File: src/rtl/alu_issue_stage.sv
// Registered RV32I decode/issue stage feeding the ALU's A/B/ALU_FUN interface.
// Defining ALU_ISSUE_SKID_EN adds a one-entry skid buffer with a registered IN_READY.
module alu_issue_stage (
    input  logic        CLK,
    input  logic        RST_N,
    input  logic        IN_VALID,
    output logic        IN_READY,
    input  logic [31:0] INSTR,
    input  logic [31:0] PC,
    input  logic [31:0] RS1_DATA,
    input  logic [31:0] RS2_DATA,
    output logic        OUT_VALID,
    input  logic        OUT_READY,
    output logic [31:0] ALU_A,
    output logic [31:0] ALU_B,
    output logic [3:0]  ALU_FUN,
    output logic        ILLEGAL
);

    typedef struct packed {
        logic        illegal;
        logic [3:0]  fun;
        logic [31:0] a;
        logic [31:0] b;
    } issue_t;

    localparam logic [6:0] OPC_OP     = 7'b0110011;
    localparam logic [6:0] OPC_OP_IMM = 7'b0010011;
    localparam logic [6:0] OPC_LOAD   = 7'b0000011;
    localparam logic [6:0] OPC_JALR   = 7'b1100111;
    localparam logic [6:0] OPC_STORE  = 7'b0100011;
    localparam logic [6:0] OPC_BRANCH = 7'b1100011;
    localparam logic [6:0] OPC_LUI    = 7'b0110111;
    localparam logic [6:0] OPC_AUIPC  = 7'b0010111;
    localparam logic [6:0] OPC_JAL    = 7'b1101111;

    logic [6:0]  w_opcode;
    logic [2:0]  w_f3;
    logic        w_f7b;
    logic [31:0] w_immI;
    logic [31:0] w_immS;
    logic [31:0] w_immU;
    issue_t      w_dec;
    logic        w_accept;

    issue_t      r_out;
    logic        r_outValid;

    assign w_opcode = INSTR[6:0];
    assign w_f3     = INSTR[14:12];
    assign w_f7b    = INSTR[30];
    assign w_immI   = {{20{INSTR[31]}}, INSTR[31:20]};
    assign w_immS   = {{20{INSTR[31]}}, INSTR[31:25], INSTR[11:7]};
    assign w_immU   = {INSTR[31:12], 12'b0};

    always_comb begin
        w_dec = '0;
        case (w_opcode)
            OPC_OP: begin
                w_dec.a   = RS1_DATA;
                w_dec.b   = RS2_DATA;
                w_dec.fun = {w_f7b, w_f3};
            end
            OPC_OP_IMM: begin
                w_dec.a   = RS1_DATA;
                // Shifts carry only the 5-bit shamt; bit 30 selects arithmetic via FUN
                if (w_f3 == 3'b001 || w_f3 == 3'b101) begin
                    w_dec.b = {27'b0, INSTR[24:20]};
                end else begin
                    w_dec.b = w_immI;
                end
                w_dec.fun = {(w_f3 == 3'b101) ? w_f7b : 1'b0, w_f3};
            end
            OPC_LOAD, OPC_JALR: begin
                w_dec.a = RS1_DATA;
                w_dec.b = w_immI;
            end
            OPC_STORE: begin
                w_dec.a = RS1_DATA;
                w_dec.b = w_immS;
            end
            OPC_BRANCH: begin
                case (w_f3)
                    3'b000, 3'b001: begin
                        w_dec.a   = RS1_DATA;
                        w_dec.b   = RS2_DATA;
                        w_dec.fun = 4'b1000;
                    end
                    3'b100, 3'b101: begin
                        w_dec.a   = RS1_DATA;
                        w_dec.b   = RS2_DATA;
                        w_dec.fun = 4'b0010;
                    end
                    3'b110, 3'b111: begin
                        w_dec.a   = RS1_DATA;
                        w_dec.b   = RS2_DATA;
                        w_dec.fun = 4'b0011;
                    end
                    default: w_dec.illegal = 1'b1;
                endcase
            end
            OPC_LUI: begin
                w_dec.a   = w_immU;
                w_dec.fun = 4'b1001;
            end
            OPC_AUIPC: begin
                w_dec.a = PC;
                w_dec.b = w_immU;
            end
            OPC_JAL: begin
                w_dec.a = PC;
                w_dec.b = 32'd4;
            end
            default: w_dec.illegal = 1'b1;
        endcase
    end

`ifdef ALU_ISSUE_SKID_EN
    issue_t r_skid;
    logic   r_skidFull;
    logic   w_outLoad;

    // IN_READY comes straight from a flop so OUT_READY never reaches it combinationally
    assign IN_READY  = !r_skidFull;
    assign w_accept  = IN_VALID && !r_skidFull;
    assign w_outLoad = !r_outValid || OUT_READY;

    always_ff @(posedge CLK or negedge RST_N) begin
        if (!RST_N) begin
            r_outValid <= 1'b0;
            r_out      <= '0;
            r_skidFull <= 1'b0;
            r_skid     <= '0;
        end else if (w_outLoad) begin
            if (r_skidFull) begin
                r_out      <= r_skid;
                r_outValid <= 1'b1;
                r_skidFull <= 1'b0;
            end else if (w_accept) begin
                r_out      <= w_dec;
                r_outValid <= 1'b1;
            end else begin
                r_outValid <= 1'b0;
            end
        end else if (w_accept) begin
            r_skid     <= w_dec;
            r_skidFull <= 1'b1;
        end
    end
`else
    assign IN_READY = !r_outValid || OUT_READY;
    assign w_accept = IN_VALID && IN_READY;

    always_ff @(posedge CLK or negedge RST_N) begin
        if (!RST_N) begin
            r_outValid <= 1'b0;
            r_out      <= '0;
        end else if (w_accept) begin
            r_out      <= w_dec;
            r_outValid <= 1'b1;
        end else if (OUT_READY) begin
            r_outValid <= 1'b0;
        end
    end
`endif

    assign OUT_VALID = r_outValid;
    assign ALU_A     = r_out.a;
    assign ALU_B     = r_out.b;
    assign ALU_FUN   = r_out.fun;
    assign ILLEGAL   = r_out.illegal;

endmodule

File: config.mk
export PLATFORM = sky130hd
export DESIGN_NAME = alu_issue_stage
export DESIGN_NICKNAME = d
export VERILOG_FILES = /design/src/rtl/alu_issue_stage.sv
export SDC_FILE = /design/constraint.sdc
export NUM_CORES = 1
export LEC_CHECK = 0
export CAP_MARGIN = 20
export CORE_UTILIZATION = 63
export DETAILED_ROUTE_END_ITERATION = 10
export DONT_BUFFER_PORTS = 1
export GPL_ROUTABILITY_DRIVEN = 0
export HOLD_SLACK_MARGIN = 0.03
export PLACE_DENSITY = 0.79
export SLEW_MARGIN = 30
export SYNTH_ARGS = -nofsm -noshare
export SYNTH_HDL_FRONTEND = slang
export SYNTH_SLANG_ARGS = --single-unit
File: constraint.sdc
create_clock -name CLK -period 1.69 [get_ports CLK]
set_clock_uncertainty 0.05 [all_clocks]
set_input_delay 0.338 -clock CLK [delete_from_list [all_inputs] [get_ports CLK]]
set_output_delay 0.338 -clock CLK [all_outputs]
set_load 0.02 [all_outputs]
# Yosys cells after proc, flatten, opt, wreduce, memory -nomap -nowiden
# Cells that the tools add are included.
# totals
regBits,70
latch_bits,0
mem_bits_rw,0
rom_bits,0
inputBits,132
word_cells,43
memories,0
# classes
addsub,0
n_mul,0
div,0
n_lt_le_gt_ge,0
eq_ne,14
shifts,0
n_mux,10
bitwise_logic,0
reduce_logical,14
# op_table
operator,n
case mux 32 bit (7 select lines),1
case mux 68 bit (3 select lines),1
case mux 32 bit (4 select lines),1
two-way mux 32 bit,1
== test 7 x 6 -> 1 bit (second input constant),3
== test 7 bit (second input constant),3
case mux 4 bit (4 select lines),1
== test 7 x 5 -> 1 bit (second input constant),2
== test 3 bit (second input constant),4
OR reduction 2 bit,5
OR reduction 8 bit,1
== test 7 x 2 -> 1 bit (second input constant),1
OR reduction 6 bit,1
OR reduction 5 bit,1
two-way mux 1 bit,4
== test 3 x 1 -> 1 bit (second input constant),1
zero test 3 bit,1
logical OR 1 bit,2
case mux 1 bit (2 select lines),1
nonzero test 2 bit,1
logical AND 1 bit,1
zero test 1 bit,1

# Logic depth before layout (Yosys ltp)
# Gate-level depths: netlist of the first run.
# logic_depth
ltp_word,4
depth_mapped,8

# Worst setup path after synthesis of the first run
# No wires, ideal clock.
# synth_timing
path_type,register to register
start,register r_outValid (netlist: OUT_VALID)
end,"register r_out, in the netlist ALU_FUN[0]"
setup_time_ns,0.136
arrival_ns,1.557
required_time_ns,1.504
setup_slack_ns,-0.053
path_stages_with_launch,6
n_path_buf,2
synth_period_minus_slack_ns,1.743
path_cell_list,dfrtp_1 -> nand2b_1 -> nand2_1 -> clkbuf_1 -> clkbuf_1 -> o21ai_0
# synth_via
elab_chain_cells,3
# synth_lines
element,line,text
"start, declared",47,logic r_outValid;
"start signal, assigned",156,r_outValid <= 1'b0;
"start signal, assigned",160,r_outValid <= 1'b1;
"start signal, assigned",162,r_outValid <= 1'b0;
zero test 1 bit,151,assign IN_READY = !r_outValid || OUT_READY;
logical OR 1 bit,151,
net IN_READY,7,"output logic IN_READY,"
logical AND 1 bit,152,assign w_accept = IN_VALID && IN_READY;
"end signal, assigned",159,r_out <= w_dec;
"end, declared",46,issue_t r_out;
# The timed path passes the listed nets, and every way through them passes these cells.
# A chain may end at the register's enable or synchronous reset.

# Worst setup path in the final report of the first run
# layout_timing
start,register r_outValid (netlist: OUT_VALID)
end,"register r_out, in the netlist ALU_A[24]"
# layout_via
elab_chain_cells,3
# layout_lines
element,line
zero test 1 bit,151
logical OR 1 bit,151
logical AND 1 bit,152
# Every way passes these cells.

==> flow_summary.toml, run 1 <==
[logic_synthesis]
syn_area_per_cell_um2 = 9.19
synth_common_cells = "nand2_1, dfrtp_1, o21ai_1, nor2_1, a22oi_1"
yosysTopAreaCellShare_pct = 48.1
synthArstFlopShare_pct = 100
synthTopCellsByArea = "dfrtp_1, nand2_1, o21ai_1"
synth_seq_cells = 70
synth_nets = 528
synth_flop_cell = "dfrtp_1"
yosys.area.top_type = "dfrtp_1"
synth.distinct_cells = 43
yosysSeqAreaShare_pct = 48.1
netlist_area_mm2 = 0.00364
ys_warn_count = 0
synth.most_common_cell = "nand2_1"
synth_edf_count = 0
syn_inst = 396

[flow_run]
cap_viol_max_count = 0

[cells_and_area]
insertedDiodeCount = 0
nets = 538
area_growth_pct = 11.8
fin_area_mm2 = 0.00407
drive_gt1_share_pct = 13.2

[clocking]
cts_tree = "yes"
htreeDepth = 3
cts.path.max_buffers = 2
cts-root-buf = "clkbuf_8"
numCtsBuffers = 9
cts_sinks = 70
clk_pin_slew_worst_paths_ns = 0.07
cts_resized = 0
post_cts_buffers = 0
clock_latency_ns = 0.34

[floorplan]
core_area_mm2 = 0.00554
die_x_um = 78.0
die_h_um = 78.0
initial_utilization_pct = 65.7
row_count = 27
ios = 203
die_area_mm2 = 0.00608

[detailed_routing]
routedWlPerCell_um = 23.1
vias_per_cell = 7.16
vias = 3445
ant_nets = 0
wl_mm = 11.1
drt_first_pass_iters = 8
drc_errors = 0
first_iter_violations = 347

[power]
vdd_drop_max_mv = 0.619
powerDensity_mw_per_mm2 = 786
p_clk_share_pct = 37.9
p_leak_nw = 1.60
power_switching_mw = 0.762
p_int_mw = 2.44
sw_frac_of_total_pct = 23.8
seq_power_share_pct = 53.6
comb_power_share_pct = 8.4

[critical_path]
path_max_fanout = 17
path_buf_inv = 1
cp_slowest_cell = "dfrtp_1"
cp.arrival_ns = 1.74
crit_chain = "nand2b_2 > and2_1 > buf_4 > nor2_1 > a211oi_1"
critical-path-top-delay-family = "simple AND/OR/NAND/NOR gates"
startpoint_type = "flop"
critPathKind = "reg -> reg"
max_stage_delay_ns = 0.40
crit_path_end_kind = "flop"
regToRegStartpoint = "OUT_VALID"
r2r_cells = 5
r2r_setup_slack_ns = 0.15
r2r-end = "ALU_A[24]"
worst_ep_required_time_ns = 1.88

[grt]
overflow = 0
first_global_vias = 3335
antenna_found_initial = 0
grt_pass1_wl_mm = 16.8
grt.total_usage_pct = 36.8
grt_max_degree = 71

[sta]
clock.fmax_ghz = 0.648
post-route-period-util_pct = 91.3
finalCriticalPeriod_ns = 1.54
relSlewSlack_pct = 58.7
finalSetupViolCount = 0
setup_tns_ns = 0
worst_pin_slew_ns = 0.617
rsz0062_at_grt = "false"
slew_viol_final = 0
hold_violations = 70
holdWs_ns = -0.367

[place]
place_area_mm2 = 0.00389
hpwl_mm = 8.09
io_buffers = 0

[outcome]
violations = "hold timing"
status = "finished with violations"

[hold_path]
hp-class = "in -> async"
[power groups by stage]
stage	clock network (mW)	logic [mW]	registers, mW
2_1_floorplan	0	0.183	1.75
3_3_place_gp	0	0.258	1.75
3_5_place_dp	0	0.265	1.75
4_1_cts	1.22	0.265	1.72
5_1_grt	1.27	0.293	1.72
6_report	1.21	0.269	1.72
[flip-flops by register name, indices dropped and copies added (netlist names)]
name / flops
ALU_B: 32
OUT_VALID: 1
ALU_FUN: 4
ILLEGAL: 1
ALU_A: 32
[cell usage in the layout (no fill, tap or decap), types with 2 or more instances in the layout]
cell type | synthesis | layout
a21oi_1 | 2 | 2
clkbuf_8 | 0 | 12
and3b_1 | 2 | 2
a211oi_1 | 20 | 20
dfrtp_1 | 70 | 70
o2bb2ai_1 | 4 | 4
a221oi_1 | 20 | 20
o21ai_1 | 45 | 45
a222oi_1 | 20 | 20
inv_1 | 7 | 7
buf_12 | 0 | 4
nand2_1 | 79 | 78
nand2b_2 | 1 | 2
buf_4 | 3 | 29
nand2b_1 | 3 | 2
a22oi_1 | 23 | 23
o21ai_0 | 4 | 4
o22a_1 | 2 | 2
nand3b_1 | 2 | 2
a22o_1 | 4 | 4
nand3_1 | 5 | 5
nor2_1 | 28 | 28
[worst max-delay path by stage]
stage	end	start	depth (start not counted)	slack (ns)
after floorplan	ALU_B[20]	INSTR[2]	8	0.0008
after global placement	ALU_B[14]	INSTR[6]	6	-0.04
after detailed placement	ALU_B[24]	INSTR[3]	6	-0.12
after CTS	ALU_A[24]	OUT_VALID	5	0.16
after global routing	ALU_A[24]	OUT_VALID	5	0.02
final	ALU_A[24]	OUT_VALID	5	0.15
[per-layer routing]
metal	part of all wire [%]	GRT usage, %
met2	47	59.2
met5	0	0
met1	37	43.1
met3	13	13.3
met4	3.4	19.1
[per-stage QoR]
stage | cells | setup WS, ns | power (mW) | utilization [%]
finish | 481 | 0.146 | 3.20 | 73.4
global route | 481 | 0.0206 | 3.28 | 73.4
CTS | 481 | 0.157 | 3.20 | 73.4
detailed placement | 467 | -0.122 | 2.01 | 70.3
global placement | 467 | -0.0422 | 2.00 | 70.3
floorplan | 396 | 0.000829 | 1.93 | -
[area by class of cell]
cell class / count / area (µm²)
flip-flops and latches: 70 / 1750
multi-input cells: 284 / 1720
fillers: 443 / 1470
repair buffers: 33 / 298
clock buffers: 13 / 169
well taps: 72 / 90.1
inverters: 8 / 30.0
clock inverters: 1 / 5.00
[cells by family (layout without fill, tap and decap cells)]
kind of cell | after synthesis | in the layout | synth area share, %
AOI/OAI and AO/OA | 152 | 152 | 30.9
buffers and inverters | 42 | 55 | 4.99
DFF | 70 | 70 | 48.1
muxes | 1 | 1 | 0.275
and+or+nand+nor | 131 | 131 | 15.6
Note: power is estimated with default switching activity, not from simulation.
==> inputs of run 2 (changes only) <==
ABC_CLOCK_PERIOD_IN_PS = 1690   (was not set)
==> results of run 2 <==
Same layout as run 1: the final DEF is identical, and so are final timing and power.
==> inputs of run 3 (changes only) <==
PLACE_DENSITY = 0.82   (was 0.79)
SLEW_MARGIN = not set   (was 30)
==> flow_summary.toml, run 3 (synthesized netlist as in run 1, its figures left out) <==
[detailed_routing]
vias_per_cell = 7.09
routedWlPerCell_um = 23.0
first_iter_violations = 496
top_layer_used = "met4"
vias = 3417
ant_nets = 0
met3_wirelength_mm = 1.31
drc_errors = 0
wl_met1_mm = 4.03
wl_mm = 11.1
drt_first_pass_iters = 8
met2_length_mm = 5.47

[grt]
grt_pass1_wl_mm = 17.0
grt.total_usage_pct = 37.0
overflow = 0
first_global_vias = 3243
antenna_found_initial = 0
grt_max_degree = 71

[clocking]
cts_sinks = 70
htreeDepth = 3
cts-root-buf = "clkbuf_8"
clock_latency_ns = 0.34
cts_tree = "yes"
numCtsBuffers = 9
clk_pin_slew_worst_paths_ns = 0.07
cts.path.max_buffers = 2

[critical_path]
cp.arrival_ns = 1.71
r2r_setup_slack_ns = 0.12
worstSetupEndpoint = "ALU_A[22]"
r2r_cells = 5
regToRegStartpoint = "OUT_VALID"
max_stage_delay_ns = 0.41
worst_ep_required_time_ns = 1.83
startpoint_type = "flop"
crit_chain = "nand2b_2 > nand2_2 > buf_4 > a222oi_1 > a211oi_1"
path_buf_inv = 1
crit_path_end_kind = "flop"
r2r-end = "ALU_A[22]"
startpoint = "OUT_VALID"
critical-path-top-delay-family = "compound AO/OA/AOI/OAI gates"
critPathKind = "reg -> reg"
path_max_fanout = 10
cp_slowest_cell = "dfrtp_1"
worstSetupPathDepth = 5

[cells_and_area]
insertedDiodeCount = 0
nets = 537
fin_util_pct = 73.6
fin_area_mm2 = 0.00408
final_common_cell = "nand2_1"
drive_gt1_share_pct = 13.4
area_growth_pct = 12.0
layout_common_cells = "nand2_1, dfrtp_1, o21ai_1"
fill_cells = 424

[floorplan]
initial_utilization_pct = 65.7
die_x_um = 78.0
core_area_mm2 = 0.00554
ios = 203
die_area_mm2 = 0.00608
die_h_um = 78.0
row_count = 27

[sta]
post-route-period-util_pct = 92.6
holdWs_ns = -0.359
slew_viol_final = 0
worst_pin_slew_ns = 0.581
rsz0062_at_grt = "false"
hold_violations = 70
clock.fmax_ghz = 0.639
setup_tns_ns = 0
relSlewSlack_pct = 61.0
finalSetupViolCount = 0
worst_slack_ns = 0.124
finalCriticalPeriod_ns = 1.57

[place]
io_buffers = 0
hpwl_mm = 8.28
place_area_mm2 = 0.00387
post-place-ws_ns = -0.0912

[outcome]
violations = "hold timing"
status = "finished with violations"

[power]
p_leak_nw = 1.60
powerDensity_mw_per_mm2 = 820
vdd_drop_max_mv = 0.692
total_power_mw = 3.34

[flow_run]
cap_viol_max_count = 0

[hold_path]
hp-class = "in -> async"
run 3: area by class of cell:
| cell class | count | area [µm²] | share of cell area [%] |
|---|---|---|---|
| multi-input cells | 284 | 1730 | 42.3 |
| well taps | 72 | 90.1 | 2.21 |
| clock inverters | 3 | 42.5 | 1.04 |
| flip-flops and latches | 70 | 1750 | 43.0 |
| inverters | 8 | 30.0 | 0.737 |
| repair buffers | 32 | 278 | 6.81 |
| clock buffers | 13 | 159 | 3.90 |
run 3: timing repair:
action / 4_1_cts / 5_1_grt
hold endpoints to repair: 70 / 70
setup endpoints to repair: 0 / 5
resized for setup: 0 / 1
buffers inserted: 0 / 0
run 3: worst min-delay path by stage:
| stage | start | end | slack, ns | cells after the start |
|---|---|---|---|---|
| floorplan | RST_N | ALU_A[0] | -0.008 | 0 |
| global placement | RST_N | ALU_B[10] | -0.006 | 0 |
| detailed placement | RST_N | ALU_B[10] | -0.006 | 0 |
| CTS | RST_N | ALU_FUN[2] | -0.37 | 0 |
| global route | RST_N | ALU_B[31] | -0.37 | 0 |
| finish | RST_N | ALU_B[10] | -0.36 | 0 |
run 3: routing by layer:
layer / vias up / track usage, %
met4: 0 / 12.8
met3: 25 / 9.41
li1: 1515 / -
met2: 276 / 62.9
met1: 1601 / 45.9
met5: - / 0
run 3: per-stage QoR:
step           instances  hold slack (ns)
2_1_floorplan        396         -0.00759
3_3_place_gp         466         -0.00625
3_5_place_dp         466         -0.00622
4_1_cts              482           -0.369
5_1_grt              482           -0.375
6_report             482           -0.359
run 3: report_power, final:
part           switching [mW]  internal [mW]
registers              0.0269           1.69
clock network           0.604          0.762
logic                   0.155          0.106
total                   0.786           2.55
